--- config.mk ---
export PLATFORM = sky130hd
export DESIGN_NAME = spi_rx_capture
export DESIGN_NICKNAME = d
export VERILOG_FILES = /design/src/rtl/spi_pkg.sv /design/src/rtl/sync_fifo.sv /design/src/rtl/spi_rx_capture.sv
export SDC_FILE = /design/constraint.sdc
export NUM_CORES = 1
export LEC_CHECK = 0
export CAP_MARGIN = 20
export CORE_MARGIN = 5
export CORE_UTILIZATION = 59
export DETAILED_ROUTE_END_ITERATION = 6
export GPL_TIMING_DRIVEN = 0
export PLACE_DENSITY = 0.82
export SLEW_MARGIN = 20
export SYNTH_ARGS = -nofsm -noshare
export SYNTH_HDL_FRONTEND = slang
export SYNTH_HIERARCHICAL = 1
export SYNTH_SLANG_ARGS = --single-unit
--- constraint.sdc ---
create_clock -name clk -period 4.56 [get_ports clk]
set_input_delay 0.912 -clock clk [delete_from_list [all_inputs] [get_ports clk]]
set_output_delay 0.912 -clock clk [all_outputs]
set_load 0.01 [all_outputs]
--- src/rtl/spi_pkg.sv ---
// Shared types and constants for the SPI master receive path.
package spi_pkg;

    localparam int SPI_BYTE_W = 8;

    typedef enum logic [0:0] {
        IDLE  = 1'b0,
        SHIFT = 1'b1
    } rx_state_t;

    typedef struct packed {
        logic                  first;
        logic [SPI_BYTE_W-1:0] data;
    } rx_entry_t;

    localparam int RX_ENTRY_W = $bits(rx_entry_t);

endpackage

--- src/rtl/sync_fifo.sv ---
// Single-clock FIFO with a registered head output, occupancy count and full flag.
// A push while full is ignored here; the caller decides what a drop means.
module sync_fifo #(
    parameter int WIDTH = 9,
    parameter int DEPTH = 4
) (
    input  logic                       clk,
    input  logic                       rst,
    input  logic                       push,
    input  logic [WIDTH-1:0]           push_data,
    input  logic                       pop,
    output logic [WIDTH-1:0]           head_data,
    output logic                       head_valid,
    output logic [$clog2(DEPTH):0]     level,
    output logic                       full
);

    localparam int PTR_W = $clog2(DEPTH);
    localparam int LVL_W = $clog2(DEPTH) + 1;

    logic [WIDTH-1:0] mem_q [DEPTH];
    logic [WIDTH-1:0] mem_d [DEPTH];
    logic [PTR_W-1:0] wr_ptr_q, wr_ptr_d;
    logic [PTR_W-1:0] rd_ptr_q, rd_ptr_d;
    logic [LVL_W-1:0] level_q, level_d;
    logic [WIDTH-1:0] head_q, head_d;
    logic             valid_q, valid_d;
    logic             push_ok;
    logic             pop_ok;

    assign full       = (level_q == LVL_W'(DEPTH));
    assign head_data  = head_q;
    assign head_valid = valid_q;
    assign level      = level_q;

    // Fullness is judged on the current level, so a push into a full FIFO is
    // refused even if the head is popped in the same cycle.
    always_comb begin
        push_ok  = push & ~full;
        pop_ok   = pop & (level_q != '0);

        wr_ptr_d = wr_ptr_q + PTR_W'(push_ok);
        rd_ptr_d = rd_ptr_q + PTR_W'(pop_ok);
        level_d  = level_q + LVL_W'(push_ok) - LVL_W'(pop_ok);

        mem_d = mem_q;
        if (push_ok) begin
            mem_d[wr_ptr_q] = push_data;
        end

        // Reading the next head from mem_d covers a push into an empty or
        // just-emptied FIFO without a separate bypass path.
        head_d  = head_q;
        valid_d = (level_d != '0);
        if (level_d != '0) begin
            head_d = mem_d[rd_ptr_d];
        end
    end

    always_ff @(posedge clk or negedge rst) begin
        if (!rst) begin
            for (int i = 0; i < DEPTH; i++) begin
                mem_q[i] <= '0;
            end
            wr_ptr_q <= '0;
            rd_ptr_q <= '0;
            level_q  <= '0;
            head_q   <= '0;
            valid_q  <= 1'b0;
        end else begin
            mem_q    <= mem_d;
            wr_ptr_q <= wr_ptr_d;
            rd_ptr_q <= rd_ptr_d;
            level_q  <= level_d;
            head_q   <= head_d;
            valid_q  <= valid_d;
        end
    end

endmodule

--- src/rtl/spi_rx_capture.sv ---
// SPI receive capture: synchronizes the pins, deserializes MISO MSB-first on
// SCLK rising edges inside the receive window, and queues tagged bytes.
module spi_rx_capture
    import spi_pkg::*;
#(
    parameter int DEPTH       = 4,
    parameter int SYNC_STAGES = 2
) (
    input  logic                     clk,
    input  logic                     rst,
    input  logic                     sclk_in,
    input  logic                     cs_in,
    input  logic                     miso,
    input  logic                     rx_en,
    output logic [7:0]               rx_data,
    output logic                     rx_first,
    output logic                     rx_valid,
    input  logic                     rx_ready,
    output logic [$clog2(DEPTH):0]   level,
    output logic                     overflow,
    input  logic                     ovf_clr
);

    logic [SYNC_STAGES-1:0] sclk_sync_q, sclk_sync_d;
    logic [SYNC_STAGES-1:0] cs_sync_q, cs_sync_d;
    logic [SYNC_STAGES-1:0] miso_sync_q, miso_sync_d;
    logic                   sclk_dly_q, sclk_dly_d;

    logic sclk_s;
    logic cs_s;
    logic miso_s;
    logic rise;
    logic active;

    rx_state_t             state_q, state_d;
    logic [2:0]            bit_cnt_q, bit_cnt_d;
    logic                  first_pend_q, first_pend_d;
    logic [SPI_BYTE_W-2:0] shreg_q, shreg_d;
    logic                  overflow_q, overflow_d;

    logic                  push;
    rx_entry_t             push_entry;
    rx_entry_t             head_entry;
    logic [RX_ENTRY_W-1:0] push_bits;
    logic [RX_ENTRY_W-1:0] head_bits;
    logic                  fifo_full;

    // All three pins share one chain length so their relative timing survives.
    always_comb begin
        sclk_sync_d = {sclk_sync_q[SYNC_STAGES-2:0], sclk_in};
        cs_sync_d   = {cs_sync_q[SYNC_STAGES-2:0], cs_in};
        miso_sync_d = {miso_sync_q[SYNC_STAGES-2:0], miso};
        sclk_dly_d  = sclk_sync_q[SYNC_STAGES-1];
    end

    assign sclk_s = sclk_sync_q[SYNC_STAGES-1];
    assign cs_s   = cs_sync_q[SYNC_STAGES-1];
    assign miso_s = miso_sync_q[SYNC_STAGES-1];
    assign rise   = sclk_s & ~sclk_dly_q;
    assign active = rx_en & ~cs_s;

    always_ff @(posedge clk or negedge rst) begin
        if (!rst) begin
            sclk_sync_q <= '0;
            cs_sync_q   <= '0;
            miso_sync_q <= '0;
            sclk_dly_q  <= 1'b0;
        end else begin
            sclk_sync_q <= sclk_sync_d;
            cs_sync_q   <= cs_sync_d;
            miso_sync_q <= miso_sync_d;
            sclk_dly_q  <= sclk_dly_d;
        end
    end

    // Only seven bits are held; the eighth comes straight from miso_s on the
    // completing edge, so the byte is pushed in the same cycle it finishes.
    always_comb begin
        state_d      = state_q;
        bit_cnt_d    = bit_cnt_q;
        first_pend_d = first_pend_q;
        shreg_d      = shreg_q;
        push         = 1'b0;
        push_entry   = '{first: first_pend_q, data: {shreg_q, miso_s}};

        case (state_q)
            IDLE: begin
                bit_cnt_d    = 3'd0;
                first_pend_d = 1'b1;
                if (active) begin
                    state_d = SHIFT;
                end
            end
            SHIFT: begin
                if (!active) begin
                    state_d   = IDLE;
                    bit_cnt_d = 3'd0;
                end else if (rise) begin
                    shreg_d = {shreg_q[SPI_BYTE_W-3:0], miso_s};
                    if (bit_cnt_q == 3'd7) begin
                        push         = 1'b1;
                        first_pend_d = 1'b0;
                        bit_cnt_d    = 3'd0;
                    end else begin
                        bit_cnt_d = bit_cnt_q + 3'd1;
                    end
                end
            end
            default: begin
                state_d = IDLE;
            end
        endcase
    end

    // The first tag is consumed even when its byte is dropped.
    always_comb begin
        overflow_d = overflow_q;
        if (ovf_clr) begin
            overflow_d = 1'b0;
        end
        if (push && fifo_full) begin
            overflow_d = 1'b1;
        end
    end

    always_ff @(posedge clk or negedge rst) begin
        if (!rst) begin
            state_q      <= IDLE;
            bit_cnt_q    <= 3'd0;
            first_pend_q <= 1'b1;
            shreg_q      <= '0;
            overflow_q   <= 1'b0;
        end else begin
            state_q      <= state_d;
            bit_cnt_q    <= bit_cnt_d;
            first_pend_q <= first_pend_d;
            shreg_q      <= shreg_d;
            overflow_q   <= overflow_d;
        end
    end

    assign push_bits  = push_entry;
    assign head_entry = head_bits;

    sync_fifo #(
        .WIDTH (RX_ENTRY_W),
        .DEPTH (DEPTH)
    ) u_fifo (
        .clk        (clk),
        .rst        (rst),
        .push       (push),
        .push_data  (push_bits),
        .pop        (rx_ready),
        .head_data  (head_bits),
        .head_valid (rx_valid),
        .level      (level),
        .full       (fifo_full)
    );

    assign rx_data  = head_entry.data;
    assign rx_first = head_entry.first;
    assign overflow = overflow_q;

endmodule

After elaboration in Yosys (flattened, before gate mapping)
Index checks and enable logic that the tools add are counted.

Add/sub/neg operators: 5. Magnitude comparators: 3. Eq/ne operators: 6. Mux-type cells: 22. Bitwise gates (word level): 10. Reductions and logical operators: 7.

Operators by type and width (number): $bwmux W36 (1); $mux W36 (1); $mux W9 (3); $bmux W9 S2 (1); $demux W9 S2 (1); $mux W1 (10); $mux W3 (3); $eq A3 B3 Y1 const B (2); $ge A3 B3 Y1 const B (2); $not A2 Y3 (2); $pmux W3 S2 (1); $reduce_and A3 Y1 (2); $reduce_bool A3 Y1 (2); $add A2 B1 Y2 (2); $and A1 B1 Y1 (4); $ne A2 B2 Y1 const B (2); $not A1 Y1 (4); $add A3 B1 Y3 (1); $add A3 B1 Y3 const B (1); $lt A3 B1 Y1 const B (1); $ne A3 B3 Y1 const B (1); $sub A3 B1 Y3 (1); $logic_and A1 B1 Y1 (2); $ne A2 B1 Y1 const B (1); other kinds (2) (2).

Flip-flop bits (word level): 73. Input bits: 8. Logic and storage cells: 71.

Longest topological paths before layout
Gate-level depths: netlist of the first run.

Depth in word-level cells: 10. Depth in mapped cells: 14.

Modules after synthesis
The synthesis of the first run kept the hierarchy.

By module, submodules not included: sync_fifo (times used 1, cells each 233, area an instance 2668.8 µm²); spi_rx_capture (times used 1, cells each 44, area an instance 747.0 µm²).

Least setup slack after synthesis of the first run
OpenSTA, ideal clock, no wires.

Path type: input to register. Start: in rx_en. End: reg u_fifo.head_q[7], in the netlist u_fifo/head_data[7]. Setup time: 0.124 ns. Arrival: 3.742 ns. Setup slack: 0.694 ns. Stages: 14. Path buffers: 1. Path through: nand3b_4 -> nor3b_4 -> buf_6 -> and2_1 -> and2_1 -> inv_1 -> ha_1 -> inv_1 -> ha_1 -> fa_1 -> xnor3_1 -> o21ai_1 -> a2111oi_0 -> a211o_1.

Elaborated cells on any way between the ends: 11.

RTL lines: start: declaration (line spi_rx_capture.sv:14) `input logic rx_en,`; $and A1 B1 Y1 (line spi_rx_capture.sv:60) `assign active = rx_en & ~cs_s;`; $mux W1 (line spi_rx_capture.sv:95) `if (!active) begin`; $mux W1 (line spi_rx_capture.sv:86) `case (state_q)`; net push (line spi_rx_capture.sv:41) `logic push;`; $and A1 B1 Y1 (line sync_fifo.sv:39) `push_ok = push & ~full;`; $add A3 B1 Y3 (line sync_fifo.sv:44) `level_d = level_q + LVL_W'(push_ok) - LVL_W'(pop_ok);`; $sub A3 B1 Y3 (line sync_fifo.sv:44); net u_fifo.level_d[2] (line sync_fifo.sv:25) `logic [LVL_W-1:0] level_q, level_d;`; $reduce_bool A3 Y1 (line sync_fifo.sv:55) `if (level_d != '0) begin`; end signal: assignment (line sync_fifo.sv:68) `head_q <= '0;`; end signal: assignment (line sync_fifo.sv:75) `head_q <= head_d;`; end: declaration (line sync_fifo.sv:26) `logic [WIDTH-1:0] head_q, head_d;`.

The timed path passes the listed nets, and every way through them passes these cells. The select of a mux whose other input is x is not followed. A chain may end at the register's enable or synchronous reset.

Final worst setup path of the first run
Start: in rx_en. End: reg u_fifo.head_q[6], in the netlist u_fifo/head_data[6].

Same word-level chain as after synthesis.

==> results by group, run 1 <==
Setup path
  – Worst EP arrival: 4.66 ns
  – R2R depth: 14
  – Highest fanout seen on the critical path: 10
  – Startpoint type of the worst setup path: input port
  – R2R Path End: u_fifo/head_data[6]
  – Endpoint required time on the critical path: 4.79 ns
  – Worst setup path class: input port to register
  – Critical register-to-register path startpoint: cs_sync_q[1]
  – Register-to-register setup slack: 0.77 ns
  – Category of the worst setup path capture point: register

GRT
  – Wire length of the first global-routing pass: 12,100 µm
  – Most used routing layer: met2
  – Maximum number of pins on one net before global-route repair: 55
  – Global-route met3 utilization: 5.572%
  – Antenna violations before repair: 0
  – Number of global-route vias before repair: 2,434
  – GRT met2 Usage: 31.67%
  – Remaining global-route overflow: 0
  – All-layer global routing usage: 21.26%
  – Global routing usage on met1: 28.05%

Clocking
  – Clock tree from TritonCTS: yes
  – Total number of H-tree levels: 3
  – Clock input transition at the sequential cells of the worst setup and hold paths: 0.08 ns
  – CTS resizes: 1
  – Library cell used as clock root buffer: sky130_fd_sc_hd__clkbuf_8
  – Longest Clk Path Bufs: 2
  – Worst-Skew Late Latency: 0.34 ns
  – Number of hold-repair buffers added at the cts stage: 0
  – Count of buffers added by post-CTS timing repair for setup: 0
  – # clock sinks: 73
  – Num CTS Buffers: 9

Layout
  – Share of cells above drive strength 1: 22.22%
  – N_diodes: 0
  – Post-route standard cell area excluding fillers: 3949 µm²
  – Leading cell type in the layout, fill and taps excluded: sky130_fd_sc_hd__dfrtp_1
  – Area growth, synth to finish: 15.60%
  – Number of inserted filler cells in the final layout: 399
  – Final net count: 325
  – Commonest cells after routing, fill and taps aside: sky130_fd_sc_hd__dfrtp_1 (72), sky130_fd_sc_hd__mux2_2 (24), sky130_fd_sc_hd__nor4_1 (24), sky130_fd_sc_hd__a211oi_1 (24)

Synthesis
  – Biggest area consumer among synthesized cells: sky130_fd_sc_hd__dfrtp_1
  – Average footprint of a synthesized cell: 12.33 µm²
  – Syn_nets: 292
  – Register area share after synthesis: 53.52%
  – Netlist Area Pre-Place: 3416 µm²
  – Cell count after synthesis: 277
  – Largest cells by area after synthesis: sky130_fd_sc_hd__dfrtp_1 (53%), sky130_fd_sc_hd__mux2_2 (7.9%), sky130_fd_sc_hd__a211oi_1 (5.3%), sky130_fd_sc_hd__nor4_1 (4.4%), sky130_fd_sc_hd__a2111oi_0 (3.1%)
  – Count of warnings emitted by yosys: 6
  – Synth top area share: 52.75%
  – Post-synthesis cell type count: 43
  – Register bit count reported by yosys: 73

Placement
  – Routability-driven placement congestion ratio: 0.8763
  – Count of input and output buffers: 21
  – Placed cell area: 3741 µm²
  – Final HPWL DP: 4872 µm

Die
  – Effective utilization at floorplan: 61.28%
  – Vertical die dimension: 86.09 µm
  – Core outline area: 5574 µm²
  – Horiz. Die Dim: 86.09 µm
  – Number of core rows: 27
  – Die area: 7411 µm²
  – Number of top-level pins: 22

Timing
  – Final hold violations: 0
  – Hold_ws: 0.3528 ns
  – Count of pins over their slew limit: 0
  – Setup repair after global routing missed its margin: yes
  – Actual slew at the worst max-slew pin: 0.5978 ns
  – Achievable frequency: 225.8 MHz
  – Tmin final: 4.428 ns
  – Period utilisation layout: 97.12%
  – Worst Clk Skew: 0.005571 ns
  – Remaining max-slew budget at the tightest pin: 59.12%
  – Count of final setup violators: 0

Power
  – Leakage power figure: 1.867 nW
  – Power per cell area: 561.9 nW/µm²
  – Worst IR drop on VDD: 284.1 µV
  – Total design power: 2.219 mW

Routing
  – Average routed wire per standard cell: 17.90 µm
  – First-iteration detailed-routing DRC count: 107
  – DR DRC count: 0
  – Vias after detailed routing: 2,350
  – Antenna viol nets, final: 0
  – Aggregate routed wire length: 6928 µm
  – Post-DR vias/cell: 6.072
  – 1st-pass router iterations: 4

Hold path
  – Hold depth: 0
  – Type of the worst min-delay path: register to register
  – Startpoint of the lowest-slack hold path: miso_sync_q[0]
  – Worst Hold Path EP: miso_sync_q[1]

Job
  – Max-capacitance violation count: 0

Outcome
  – Result of the run: finished, final reports clean
[worst max-delay path, cell delays in order]
cell	delay, ns
sky130_fd_sc_hd__clkdlybuf4s50_1	0.51
sky130_fd_sc_hd__nand3b_4	0.10
sky130_fd_sc_hd__nor3b_4	0.27
sky130_fd_sc_hd__buf_6	0.19
sky130_fd_sc_hd__and2_1	0.24
sky130_fd_sc_hd__and2_1	0.19
sky130_fd_sc_hd__inv_1	0.07
sky130_fd_sc_hd__ha_1	0.27
sky130_fd_sc_hd__inv_1	0.04
sky130_fd_sc_hd__ha_1	0.18
sky130_fd_sc_hd__fa_1	0.38
sky130_fd_sc_hd__xnor3_1	0.43
sky130_fd_sc_hd__o21ai_2	0.41
sky130_fd_sc_hd__a2111oi_0	0.16
sky130_fd_sc_hd__a211o_1	0.30
[synthesized netlist by cell type (all sizes together)]
cell,count
dfrtp,72
mux2,31
a211oi,24
nor4,24
inv,21
nand2,14
o21ai,13
a2111oi,12
buf,10
a211o,9
clkbuf,7
ha,6
and2,5
a21oi,4
a22o,3
xor2,3
and3b,2
nor2,2
nor2b,2
nor3b,2
a32o,1
and3,1
dfstp,1
fa,1
nand2b,1
nand3b,1
o21bai,1
o31a,1
or2,1
or3b,1
xnor3,1
[cell families (layout without fill, tap and decap cells)]
| family | count (synthesis) | after routing | share of synthesized area [%] |
|---|---|---|---|
| flops | 73 | 73 | 53.52 |
| simple gates | 56 | 56 | 10.40 |
| compound gates | 68 | 68 | 14.91 |
| buf+inv | 38 | 76 | 6.081 |
| fa+ha+maj | 7 | 7 | 2.784 |
| mux | 31 | 31 | 10.66 |
| xor+xnor | 4 | 4 | 1.649 |
[how the worst max path moves through the flow]
stage               start             endpoint  cells past startpoint
finish              rx_en  u_fifo/head_data[6]                     15
global route        rx_en  u_fifo/head_data[6]                     15
CTS                 rx_en  u_fifo/head_data[6]                     15
detailed placement  rx_en  u_fifo/head_data[7]                     15
global placement    rx_en  u_fifo/head_data[7]                     15
floorplan           rx_en  u_fifo/head_data[7]                     14
[where the power goes]
group	switching (mW)	leakage, nW	total [mW]	internal [mW]
combinational	0.547	0.860	0.949	0.403
sequential	0.0516	0.904	0.781	0.729
clock	0.236	0.103	0.489	0.252
total	0.835	1.87	2.22	1.38
[stage by stage]
stage | TNS [ns] | util, % | worst slack, ns | instances
after floorplan | 0 | - | 0.6939 | 277
after global placement | -2.193 | 66.67 | -0.3234 | 370
after detailed placement | -2.840 | 67.12 | -0.4142 | 371
after CTS | 0 | 70.64 | 0.02838 | 387
after global routing | -0.08571 | 70.84 | -0.02484 | 387
final | 0 | 70.84 | 0.1315 | 387
[state kept, by name, indices dropped and copies added, names as in the netlist]
signal,cells
miso_sync_q,2
state_q,1
u_fifo/level,3
u_fifo/wr_ptr_q,2
sclk_sync_q,2
overflow,1
cs_sync_q,2
bit_cnt_q,3
u_fifo/mem_q,36
first_pend_q,1
u_fifo/head_valid,1
shreg_q,7
sclk_dly_q,1
u_fifo/rd_ptr_q,2
u_fifo/head_data,9
[area by class of cell]
cell class                      count  area, µm²  area share [%]
Clock buffer                        9      123.9           3.137
Clock inverter                      7      71.32           1.806
Multi-Input combinational cell    166       1393           35.27
Inverter                           21      81.33           2.060
Sequential cell                    73       1828           46.29
Buffer                             17      126.4           3.200
Timing Repair Buffer               22      235.2           5.957
Tap cell                           72      90.09           2.281
[metal layers]
| layer | vias up | part of all wire, % |
|---|---|---|
| met3 | 18 | 6.9 |
| met4 | 0 | 2.4 |
| met5 | - | 0 |
| met2 | 68 | 47 |
| met1 | 1163 | 44 |
| li1 | 1101 | - |
Note: power is estimated with default switching activity, not from simulation.
==> run 2, diff against run 1 <==
--- a/config.mk
+++ b/config.mk
@@ -9,6 +9,7 @@
 export CORE_MARGIN = 5
 export CORE_UTILIZATION = 59
 export DETAILED_ROUTE_END_ITERATION = 6
+export GPL_ROUTABILITY_DRIVEN = 0
 export GPL_TIMING_DRIVEN = 0
 export PLACE_DENSITY = 0.82
 export SLEW_MARGIN = 20
==> results of run 2 <==
Final layout, timing and power as in run 1 (identical DEF).
